`src/rtl/revive_mem_stage.sv`:
```
// Memory-access stage: ALU result passthrough or single-outstanding bus load/store.
// Latency: non-mem/misaligned wb at N+1; bus access wb at N+3 minimum (+1 per gnt/rvalid wait).
// Backpressure: ex_ready low while a bus transaction is in REQ or RESP; no timeout.
module revive_mem_stage #(
  parameter int W_DATA = 32
) (
  input  logic              clk,
  input  logic              rst,
  input  logic              ex_valid,
  output logic              ex_ready,
  input  logic [W_DATA-1:0] ex_result,
  input  logic [W_DATA-1:0] ex_store_data,
  input  logic              ex_mem_en,
  input  logic              ex_mem_write,
  input  logic [1:0]        ex_mem_size,
  input  logic              ex_mem_unsigned,
  input  logic [4:0]        ex_rd,
  output logic              bus_req,
  input  logic              bus_gnt,
  output logic [W_DATA-1:0] bus_addr,
  output logic              bus_write,
  output logic [1:0]        bus_size,
  output logic [W_DATA-1:0] bus_wdata,
  input  logic              bus_rvalid,
  input  logic [W_DATA-1:0] bus_rdata,
  input  logic              bus_err,
  output logic              wb_valid,
  output logic [4:0]        wb_rd,
  output logic [W_DATA-1:0] wb_data,
  output logic              wb_err
);

  typedef enum logic [1:0] {IDLE = 2'd0, REQ = 2'd1, RESP = 2'd2} state_t;

  state_t            state;
  state_t            state_next;
  logic              misaligned;
  logic              alu_accept;
  logic              fault_accept;
  logic              bus_accept;
  logic              resp_done;
  logic              unsigned_q;
  logic [4:0]        rd_q;
  logic [W_DATA-1:0] wdata_lanes;
  logic [7:0]        lane_b;
  logic [15:0]       lane_h;
  logic [W_DATA-1:0] load_data;

  // Alignment check on the effective address; size 3 is reserved and always faults
  always_comb begin
    misaligned = 1'b0;
    case (ex_mem_size)
      2'd0:    misaligned = 1'b0;
      2'd1:    misaligned = ex_result[0];
      2'd2:    misaligned = |ex_result[1:0];
      default: misaligned = 1'b1;
    endcase
  end

  assign alu_accept   = (state == IDLE) && ex_valid && !ex_mem_en;
  assign fault_accept = (state == IDLE) && ex_valid && ex_mem_en && misaligned;
  assign bus_accept   = (state == IDLE) && ex_valid && ex_mem_en && !misaligned;
  assign resp_done    = (state == RESP) && bus_rvalid;

  // State register; async reset abandons any in-flight access
  always_ff @(posedge clk or posedge rst) begin
    if (rst) state <= IDLE;
    else     state <= state_next;
  end

  // Next-state: gnt only matters in REQ, rvalid only in RESP
  always_comb begin
    state_next = state;
    case (state)
      IDLE:    if (bus_accept) state_next = REQ;
      REQ:     if (bus_gnt)    state_next = RESP;
      RESP:    if (bus_rvalid) state_next = IDLE;
      default: state_next = IDLE;
    endcase
  end

  // Outputs decoded from state only, so reset drops bus_req without waiting for a clock
  always_comb begin
    ex_ready = (state == IDLE);
    bus_req  = (state == REQ);
  end

  // Store data replicated across every lane the transfer size can touch
  always_comb begin
    wdata_lanes = ex_store_data;
    case (ex_mem_size)
      2'd0:    wdata_lanes = {4{ex_store_data[7:0]}};
      2'd1:    wdata_lanes = {2{ex_store_data[15:0]}};
      default: wdata_lanes = ex_store_data;
    endcase
  end

  // Load lane extraction and sign/zero extension from the latched address and size
  always_comb begin
    lane_b = bus_rdata[7:0];
    case (bus_addr[1:0])
      2'd0: lane_b = bus_rdata[7:0];
      2'd1: lane_b = bus_rdata[15:8];
      2'd2: lane_b = bus_rdata[23:16];
      2'd3: lane_b = bus_rdata[31:24];
      default: lane_b = bus_rdata[7:0];
    endcase
    lane_h    = bus_addr[1] ? bus_rdata[31:16] : bus_rdata[15:0];
    load_data = bus_rdata;
    case (bus_size)
      2'd0:    load_data = {{24{lane_b[7]  & ~unsigned_q}}, lane_b};
      2'd1:    load_data = {{16{lane_h[15] & ~unsigned_q}}, lane_h};
      default: load_data = bus_rdata;
    endcase
  end

  // Request latch: address-phase fields stay frozen from accept until the next accept
  always_ff @(posedge clk or posedge rst) begin
    if (rst) begin
      bus_addr   <= '0;
      bus_size   <= 2'd0;
      bus_write  <= 1'b0;
      bus_wdata  <= '0;
      unsigned_q <= 1'b0;
      rd_q       <= 5'd0;
    end else if (bus_accept) begin
      bus_addr   <= ex_result;
      bus_size   <= ex_mem_size;
      bus_write  <= ex_mem_write;
      bus_wdata  <= wdata_lanes;
      unsigned_q <= ex_mem_unsigned;
      rd_q       <= ex_rd;
    end
  end

  // Writeback beat: wb_valid pulses one cycle, the other wb fields hold until the next beat
  always_ff @(posedge clk or posedge rst) begin
    if (rst) begin
      wb_valid <= 1'b0;
      wb_rd    <= 5'd0;
      wb_data  <= '0;
      wb_err   <= 1'b0;
    end else begin
      wb_valid <= 1'b0;
      if (alu_accept) begin
        wb_valid <= 1'b1;
        wb_rd    <= ex_rd;
        wb_data  <= ex_result;
        wb_err   <= 1'b0;
      end else if (fault_accept) begin
        wb_valid <= 1'b1;
        wb_rd    <= 5'd0;
        wb_data  <= ex_result;
        wb_err   <= 1'b1;
      end else if (resp_done) begin
        wb_valid <= 1'b1;
        wb_rd    <= (!bus_write && bus_err) ? 5'd0 : rd_q;
        wb_data  <= (bus_write || bus_err) ? '0 : load_data;
        wb_err   <= bus_err;
      end
    end
  end

endmodule

```
`config.mk`:
```
export PLATFORM = sky130hd
export DESIGN_NAME = revive_mem_stage
export DESIGN_NICKNAME = d
export VERILOG_FILES = /design/src/rtl/revive_mem_stage.sv
export SDC_FILE = /design/constraint.sdc
export NUM_CORES = 1
export LEC_CHECK = 0
export ABC_AREA = 0
export ABC_CLOCK_PERIOD_IN_PS = 3500
export CAP_MARGIN = 25
export CORE_MARGIN = 5
export CORE_UTILIZATION = 40
export DETAILED_ROUTE_END_ITERATION = 10
export PLACE_DENSITY = 0.78
export SETUP_SLACK_MARGIN = 0.2
export SKIP_CTS_REPAIR_TIMING = 1
export SLEW_MARGIN = 20
export SYNTH_ARGS = -nofsm -noshare
export SYNTH_HDL_FRONTEND = slang
export SYNTH_SLANG_ARGS = --single-unit
```
`constraint.sdc`:
```
create_clock -name clk -period 3.5 [get_ports clk]
set_input_delay 0.35 -clock clk [delete_from_list [all_inputs] [get_ports clk]]
set_output_delay 0.35 -clock clk [all_outputs]
set_load 0.005 [all_outputs]
```
==> metrics.txt, run 1 <==
# TYPE chip_impl_metric gauge
chip_impl_metric{name="aggregate_routed_wire_length",unit="mm"} 18.2
chip_impl_metric{name="worst_skew",unit="ns"} 0.0110
chip_impl_metric{name="antenna_found_initial",unit=""} 0
chip_impl_metric{name="finalWorstPathRequiredPeriod",unit="ns"} 2.35
chip_impl_metric{name="dr.pass1.iters",unit=""} 5
chip_impl_info{name="mostFrequentLayoutCells",value="219 x sky130_fd_sc_hd__clkdlybuf4s50_1, 114 x sky130_fd_sc_hd__dfrtp_1, 76 x sky130_fd_sc_hd__nand2_1"} 1
chip_impl_metric{name="ant_nets",unit=""} 0
chip_impl_metric{name="gpl.final_weighted_congestion",unit=""} 0.830
chip_impl_info{name="cts_root_buf",value="sky130_fd_sc_hd__clkbuf_16"} 1
chip_impl_metric{name="avgViaCountPerCell",unit=""} 5.35
chip_impl_metric{name="seq_area",unit="um2"} 2850
chip_impl_metric{name="drive_above_1_share",unit="%"} 6.59
chip_impl_metric{name="cp_max_fo",unit=""} 20
chip_impl_metric{name="avgSynthCellArea",unit="um2"} 10.7
chip_impl_metric{name="clk_transition_reported_paths",unit="ns"} 0.05
chip_impl_info{name="rsz0062_at_grt",value="false"} 1
chip_impl_metric{name="maxCapViolCount",unit=""} 0
chip_impl_metric{name="design.core.area",unit="um2"} 13800
chip_impl_metric{name="setup_violations",unit=""} 0
chip_impl_metric{name="power.ir.vdd_worst",unit="mV"} 0.410
chip_impl_metric{name="gr-total-overflow",unit=""} 0
chip_impl_metric{name="cts.path.max_buffers",unit=""} 2
chip_impl_metric{name="pwr-share-comb",unit="%"} 33.4
chip_impl_metric{name="h-tree-depth",unit=""} 4
chip_impl_metric{name="routed_wire_length_per_instance",unit="um"} 19.7
chip_impl_metric{name="slew-limit-headroom",unit="%"} 38.8
chip_impl_metric{name="sequentialPowerShare",unit="%"} 34.2
chip_impl_metric{name="floorplan.rows",unit=""} 43
chip_impl_metric{name="timing.reg2reg.worst_path_depth",unit=""} 5
chip_impl_metric{name="routed_length_on_met3",unit="mm"} 1.86
chip_impl_metric{name="initial_core_util",unit="%"} 40.4
chip_impl_metric{name="switchingPower",unit="mW"} 1.65
chip_impl_metric{name="worst_slew_pin_slew",unit="ns"} 0.914
chip_impl_metric{name="num_vias",unit=""} 4941
chip_impl_metric{name="ys_ff_latch",unit=""} 114
chip_impl_info{name="start_kind",value="flop"} 1
chip_impl_metric{name="multi_input_area",unit="um2"} 2550
chip_impl_metric{name="nets",unit=""} 843
chip_impl_info{name="cts_tree",value="yes"} 1
chip_impl_metric{name="die-width",unit="um"} 128
chip_impl_metric{name="timing.fmax",unit="MHz"} 426
chip_impl_metric{name="largest_net_degree_at_the_start_of_global_routing",unit=""} 82
chip_impl_metric{name="io_pins",unit=""} 220
chip_impl_metric{name="grt.total_usage",unit="%"} 22.7
chip_impl_metric{name="cp.arrival",unit="ns"} 2.65
chip_impl_metric{name="power.internal",unit="mW"} 4.15
chip_impl_metric{name="fin_setup_tns",unit="ns"} 0
chip_impl_metric{name="post_synth_inst_count",unit=""} 519
chip_impl_metric{name="die-height",unit="um"} 128
chip_impl_metric{name="route.met2.wl",unit="mm"} 8.68
chip_impl_metric{name="routedLengthMet1",unit="mm"} 7.35
chip_impl_metric{name="grt_pass1_vias",unit=""} 5150
chip_impl_info{name="layout_commonest_cell",value="sky130_fd_sc_hd__clkdlybuf4s50_1"} 1
chip_impl_metric{name="clockPowerShare",unit="%"} 32.4
chip_impl_metric{name="grt_first_pass_wirelength",unit="mm"} 28.6
chip_impl_metric{name="clkSinkCount",unit=""} 114
chip_impl_metric{name="hpwl",unit="mm"} 13.8
chip_impl_metric{name="post-route-period-util",unit="%"} 67.1
chip_impl_metric{name="power-per-cell-area",unit="nW/um2"} 672
chip_impl_metric{name="flow.area_growth_from_synthesis",unit="%"} 55.0
chip_impl_metric{name="synth-warning-count",unit=""} 0
chip_impl_metric{name="synth.yosys.seq_area_share",unit="%"} 51.3
chip_impl_metric{name="final_max_slew_viol_count",unit=""} 0
chip_impl_metric{name="worst-endpoint-required",unit="ns"} 3.80
chip_impl_info{name="top_layer_used",value="met4"} 1
chip_impl_info{name="outcome",value="complete, no violations"} 1
chip_impl_metric{name="detail_route.iter0.violations",unit=""} 301
chip_impl_info{name="crit_type",value="flop to flop"} 1
chip_impl_info{name="critPathCaptureType",value="flop"} 1
chip_impl_metric{name="cts_inserted_buffers",unit=""} 17
chip_impl_metric{name="cellLeakagePower",unit="nW"} 3.64
chip_impl_metric{name="clock_insertion_delay_worst_skew",unit="ns"} 0.42
chip_impl_metric{name="synth_cell_type_count",unit=""} 38
chip_impl_metric{name="route.detailed.drc",unit=""} 0
chip_impl_metric{name="mappedNetlistNets",unit=""} 631
chip_impl_metric{name="fill_cells",unit=""} 1121
chip_impl_metric{name="synthesis.area",unit="um2"} 5570
chip_impl_metric{name="hold_violations",unit=""} 0
chip_impl_metric{name="power_switching_share",unit="%"} 28.5
chip_impl_metric{name="buffer_ports.inserted",unit=""} 219
chip_impl_metric{name="antennaDiodeCount",unit=""} 0
chip_impl_info{name="hold_path.class",value="primary input to async pin"} 1
chip_impl_metric{name="finalHoldWorstSlack",unit="ns"} 0.462
chip_impl_metric{name="floorplan.die_area",unit="um2"} 16400
-- worst paths after layout --
kind,slack (ns),to,startpoint
min reg2reg,0.48,bus_addr[21],bus_addr[21]
min in group clk,0.48,bus_addr[21],bus_addr[21]
min,0.46,bus_addr[5],rst
max in group asynchronous,2.36,bus_wdata[10],rst
max reg2reg,1.15,wb_data[0],bus_addr[1]
max,1.15,wb_data[0],bus_addr[1]
-- worst max-delay path, stage by stage, from the launching register on --
cell	delay, ns
sky130_fd_sc_hd__dfrtp_1	0.61
sky130_fd_sc_hd__buf_4	0.32
sky130_fd_sc_hd__nor2b_1	0.63
sky130_fd_sc_hd__a22o_1	0.22
sky130_fd_sc_hd__a222oi_1	0.10
sky130_fd_sc_hd__a221o_1	0.35
-- cell families (layout without fill, tap and decap cells) --
kind of cell	count (synthesis)	count (layout)	share of synthesized area, %
AO/OA/AOI/OAI	121	121	16.0
AND/OR/NAND/NOR	157	157	13.2
flip-flops	114	114	51.3
buffers and inverters	45	269	3.48
multiplexers	82	82	16.1
-- power groups by stage --
stage	clock network [mW]	registers, mW	logic [mW]
global route	1.97	2.04	2.11
CTS	1.91	1.98	1.96
finish	1.88	1.98	1.94
detailed placement	0	2.00	1.94
global placement	0	1.97	1.90
floorplan	0	1.97	0.777
-- registers in the layout, indices dropped and copies added, names as in the netlist --
name / flops
bus_wdata: 32
state: 2
rd_q: 5
bus_addr: 32
unsigned_q: 1
wb_err: 1
bus_size: 2
bus_write: 1
wb_valid: 1
wb_data: 32
wb_rd: 5
-- cells in the mapped netlist, drive strengths merged --
library cell / count / area, um2
dfrtp: 114 / 2850
nand2: 76 / 285
mux2: 48 / 541
o21ai: 34 / 170
mux2i: 33 / 330
nand2b: 32 / 200
nor2: 29 / 109
clkbuf: 26 / 97.6
a21oi: 17 / 85.1
a221o: 17 / 170
buf: 13 / 73.8
o221ai: 9 / 78.8
a221oi: 8 / 70.1
a22o: 8 / 70.1
a32oi: 6 / 52.6
inv: 6 / 22.5
nand3: 6 / 30.0
o211ai: 6 / 45.0
o21a: 5 / 37.5
o2bb2ai: 5 / 43.8
or3: 3 / 18.8
nand3b: 2 / 15.0
nor2b: 2 / 12.5
nor3: 2 / 10.0
nor3b: 2 / 15.0
nor4b: 2 / 32.5
a21o: 1 / 7.51
a222oi: 1 / 10.0
a311oi: 1 / 15.0
a31oi: 1 / 6.26
mux4: 1 / 22.5
o2111ai: 1 / 8.76
o31a: 1 / 17.5
or3b: 1 / 8.76
-- final cells by class --
cell class	count	area share (%)
Clock inverter	8	1.73
Multi-Input combinational cell	360	29.5
Sequential cell	114	33.1
Timing Repair Buffer	232	27.0
Clock buffer	23	5.77
Tap cell	180	2.61
Inverter	6	0.305
-- layer usage --
layer / GRT usage, % / up-vias
li1: - / 2303
met1: 27.4 / 2383
met2: 36.6 / 224
met3: 9.75 / 31
met4: 7.37 / 0
met5: 0 / -
-- stage by stage --
step / setup slack [ns] / cells / utilization, % / total power, mW / cell area (um2)
final: 1.15 / 923 / 62.6 / 5.80 / 8630
after global routing: 1.01 / 923 / 62.6 / 6.12 / 8630
after detailed placement: 1.02 / 892 / 57.9 / 3.94 / 7980
after floorplan: 1.47 / 519 / - / 2.75 / 5570
after global placement: 1.07 / 892 / 57.9 / 3.88 / 7980
after CTS: 1.17 / 923 / 62.6 / 5.85 / 8630
(Power assumes the default switching activity.)
==> run 2, diff against run 1 <==
ABC_CLOCK_PERIOD_IN_PS = 2000   (was 3500)
clock period = 2 ns   (was 3.5 ns; I/O delays follow)
==> run 2 against run 1 <==
Effect of this change: first-iteration DRC count rose by 16%; fmax rose by 25%; critical path depth is 1 lower; core utilization grew 2.5 points; total power is 81% higher; critical endpoint is now wb_data[16].
==> metrics.txt, run 2 (synthesis results as in run 1) <==
# TYPE chip_impl_metric gauge
chip_impl_info{name="outcome",value="complete, no violations"} 1
chip_impl_metric{name="power.ir.vdd_worst",unit="mV"} 0.738
chip_impl_metric{name="sequentialPowerShare",unit="%"} 32.6
chip_impl_metric{name="cp.arrival",unit="ns"} 2.17
chip_impl_metric{name="grt_pass1_vias",unit=""} 5485
chip_impl_metric{name="power.internal",unit="mW"} 7.56
chip_impl_info{name="crit_type",value="flop to flop"} 1
chip_impl_metric{name="cts.path.max_buffers",unit=""} 2
chip_impl_metric{name="worst-endpoint-required",unit="ns"} 2.29
chip_impl_metric{name="aggregate_routed_wire_length",unit="mm"} 18.9
chip_impl_metric{name="timing.final.ws_setup",unit="ns"} 0.117
chip_impl_metric{name="flow.area_growth_from_synthesis",unit="%"} 61.2
chip_impl_metric{name="finalHoldWorstSlack",unit="ns"} 0.238
chip_impl_info{name="cts_tree",value="yes"} 1
chip_impl_info{name="hold_path.class",value="primary input to async pin"} 1
chip_impl_metric{name="place_ws",unit="ns"} -0.231
chip_impl_metric{name="slowest_delay",unit="ns"} 0.49
chip_impl_info{name="rsz0062_at_grt",value="true"} 1
chip_impl_metric{name="power_switching_share",unit="%"} 27.9
chip_impl_metric{name="ant_nets",unit=""} 0
chip_impl_metric{name="fill_cells",unit=""} 1082
chip_impl_metric{name="post-route-period-util",unit="%"} 94.2
chip_impl_metric{name="num_vias",unit=""} 5168
chip_impl_metric{name="switchingPower",unit="mW"} 2.93
chip_impl_metric{name="final_max_slew_viol_count",unit=""} 0
chip_impl_metric{name="clock_insertion_delay_worst_skew",unit="ns"} 0.41
chip_impl_metric{name="fin_setup_tns",unit="ns"} 0
chip_impl_metric{name="antennaDiodeCount",unit=""} 0
chip_impl_metric{name="timing.reg2reg.worst_path_depth",unit=""} 4
chip_impl_metric{name="gpl.final_weighted_congestion",unit=""} 0.833
chip_impl_metric{name="routed_wire_length_per_instance",unit="um"} 19.9
chip_impl_metric{name="floorplan.die_area",unit="um2"} 16400
chip_impl_metric{name="antenna_found_initial",unit=""} 0
chip_impl_metric{name="pwr-share-comb",unit="%"} 34.3
chip_impl_metric{name="hold_violations",unit=""} 0
chip_impl_info{name="layout_commonest_cell",value="sky130_fd_sc_hd__clkdlybuf4s50_1"} 1
chip_impl_metric{name="avgViaCountPerCell",unit=""} 5.43
chip_impl_info{name="start_kind",value="flop"} 1
chip_impl_info{name="critPathCaptureType",value="flop"} 1
chip_impl_metric{name="worst-r2r-setup-slack",unit="ns"} 0.12
chip_impl_metric{name="clk_transition_reported_paths",unit="ns"} 0.05
chip_impl_metric{name="die-height",unit="um"} 128
chip_impl_metric{name="slew-limit-headroom",unit="%"} 37.3
chip_impl_metric{name="timing.fmax",unit="MHz"} 531
chip_impl_metric{name="detail_route.iter0.violations",unit=""} 348
chip_impl_metric{name="buffer_ports.inserted",unit=""} 219
chip_impl_metric{name="grt_first_pass_wirelength",unit="mm"} 29.5
chip_impl_metric{name="cp_max_fo",unit=""} 8
chip_impl_info{name="cts_root_buf",value="sky130_fd_sc_hd__clkbuf_16"} 1
chip_impl_metric{name="postPlaceCellArea",unit="um2"} 8190
chip_impl_metric{name="drive_above_1_share",unit="%"} 11.0
chip_impl_metric{name="maxCapViolCount",unit=""} 0
chip_impl_metric{name="clockPowerShare",unit="%"} 33.1
chip_impl_metric{name="finalWorstPathRequiredPeriod",unit="ns"} 1.88
chip_impl_metric{name="gr-total-overflow",unit=""} 0
chip_impl_metric{name="design.core.area",unit="um2"} 13800
chip_impl_metric{name="die-width",unit="um"} 128
chip_impl_metric{name="final_design_area_no_fill",unit="um2"} 8970
chip_impl_metric{name="setup_violations",unit=""} 0
chip_impl_metric{name="nets",unit=""} 871
chip_impl_metric{name="clkSinkCount",unit=""} 114
chip_impl_metric{name="floorplan.rows",unit=""} 43
chip_impl_metric{name="h-tree-depth",unit=""} 4
chip_impl_metric{name="hpwl",unit="mm"} 13.8
chip_impl_info{name="regToRegStartpoint",value="bus_addr[1]"} 1
chip_impl_info{name="mostFrequentLayoutCells",value="216 x sky130_fd_sc_hd__clkdlybuf4s50_1, 111 x sky130_fd_sc_hd__dfrtp_1, 76 x sky130_fd_sc_hd__nand2_1"} 1
chip_impl_metric{name="power-per-cell-area",unit="nW/um2"} 1170
chip_impl_metric{name="worst_skew",unit="ns"} 0.00510
chip_impl_info{name="critical-path-slowest-cell",value="sky130_fd_sc_hd__mux4_2"} 1
chip_impl_metric{name="largest_net_degree_at_the_start_of_global_routing",unit=""} 69
chip_impl_metric{name="initial_core_util",unit="%"} 40.4
chip_impl_metric{name="route.detailed.drc",unit=""} 0
chip_impl_metric{name="final_util",unit="%"} 65.1
chip_impl_metric{name="io_pins",unit=""} 220
chip_impl_info{name="cpLargestDelayFamily",value="compound AO/OA/AOI/OAI gates"} 1
chip_impl_metric{name="cellLeakagePower",unit="nW"} 3.85
chip_impl_metric{name="worst_slew_pin_slew",unit="ns"} 0.937
chip_impl_metric{name="grt.total_usage",unit="%"} 23.1
chip_impl_info{name="critical_path_cell_by_cell",value="mux4_2 -> nor4b_4 -> o31a_4 -> a221o_1"} 1
chip_impl_info{name="largest_regs",value="bus_addr: 32 flops, bus_wdata: 32 flops, wb_data: 32 flops"} 1
chip_impl_metric{name="critical_path.n_buffers_inverters",unit=""} 0
chip_impl_metric{name="cts_inserted_buffers",unit=""} 17
chip_impl_info{name="r2r_end",value="wb_data[16]"} 1
chip_impl_metric{name="dr.pass1.iters",unit=""} 5
[run 2: metal layers]
layer | share of wire [%] | global-route usage [%]
met1 | 39 | 27.8
met2 | 48 | 37.0
met3 | 11 | 9.83
met4 | 2.5 | 8.55
met5 | 0 | 0
[run 2: worst max path at each step]
| stage | start | endpoint | slack [ns] | cells past startpoint |
|---|---|---|---|---|
| floorplan | bus_addr[1] | wb_data[17] | 0.02 | 6 |
| global placement | bus_rdata[15] | wb_data[29] | -0.20 | 5 |
| detailed placement | bus_rdata[15] | wb_data[16] | -0.23 | 5 |
| CTS | bus_addr[1] | wb_data[16] | 0.05 | 4 |
| global route | bus_addr[1] | wb_data[23] | 0.03 | 6 |
| finish | bus_addr[1] | wb_data[16] | 0.12 | 4 |
[run 2: final cells by class]
cell class	instances	area, um2	share of cell area [%]
multi-input cells	361	2570	28.7
inverters	6	26.3	0.293
flip-flops and latches	114	2860	31.8
repair buffers	259	2610	29.1
clock inverters	8	171	1.91
clock buffers	23	508	5.66
well taps	180	225	2.51
[run 2: worst reg2reg max path, cell delays in order, from the launching register on]
cell,delay [ns]
sky130_fd_sc_hd__dfrtp_2,0.38
sky130_fd_sc_hd__mux4_2,0.49
sky130_fd_sc_hd__nor4b_4,0.16
sky130_fd_sc_hd__o31a_4,0.41
sky130_fd_sc_hd__a221o_1,0.32
[run 2: power groups by stage]
stage               registers, mW  logic (mW)  clock network, mW
CTS                          3.42        3.56               3.52
global route                 3.52        3.91               3.62
global placement             3.40        3.45                  0
floorplan                    3.45        1.38                  0
detailed placement           3.44        3.53                  0
finish                       3.42        3.60               3.47
[run 2: metrics by stage]
step                      total power [mW]  cells
after floorplan                       4.83    519
after global placement                6.86    915
after detailed placement              6.97    915
after CTS                             10.5    946
after global routing                  11.1    951
final                                 10.5    951
==> run 3, diff against run 2 <==
CTS_CLUSTER_DIAMETER = 40   (was default)
==> results of run 3 <==
The final DEF is identical to that of run 2; final timing and power are the same.
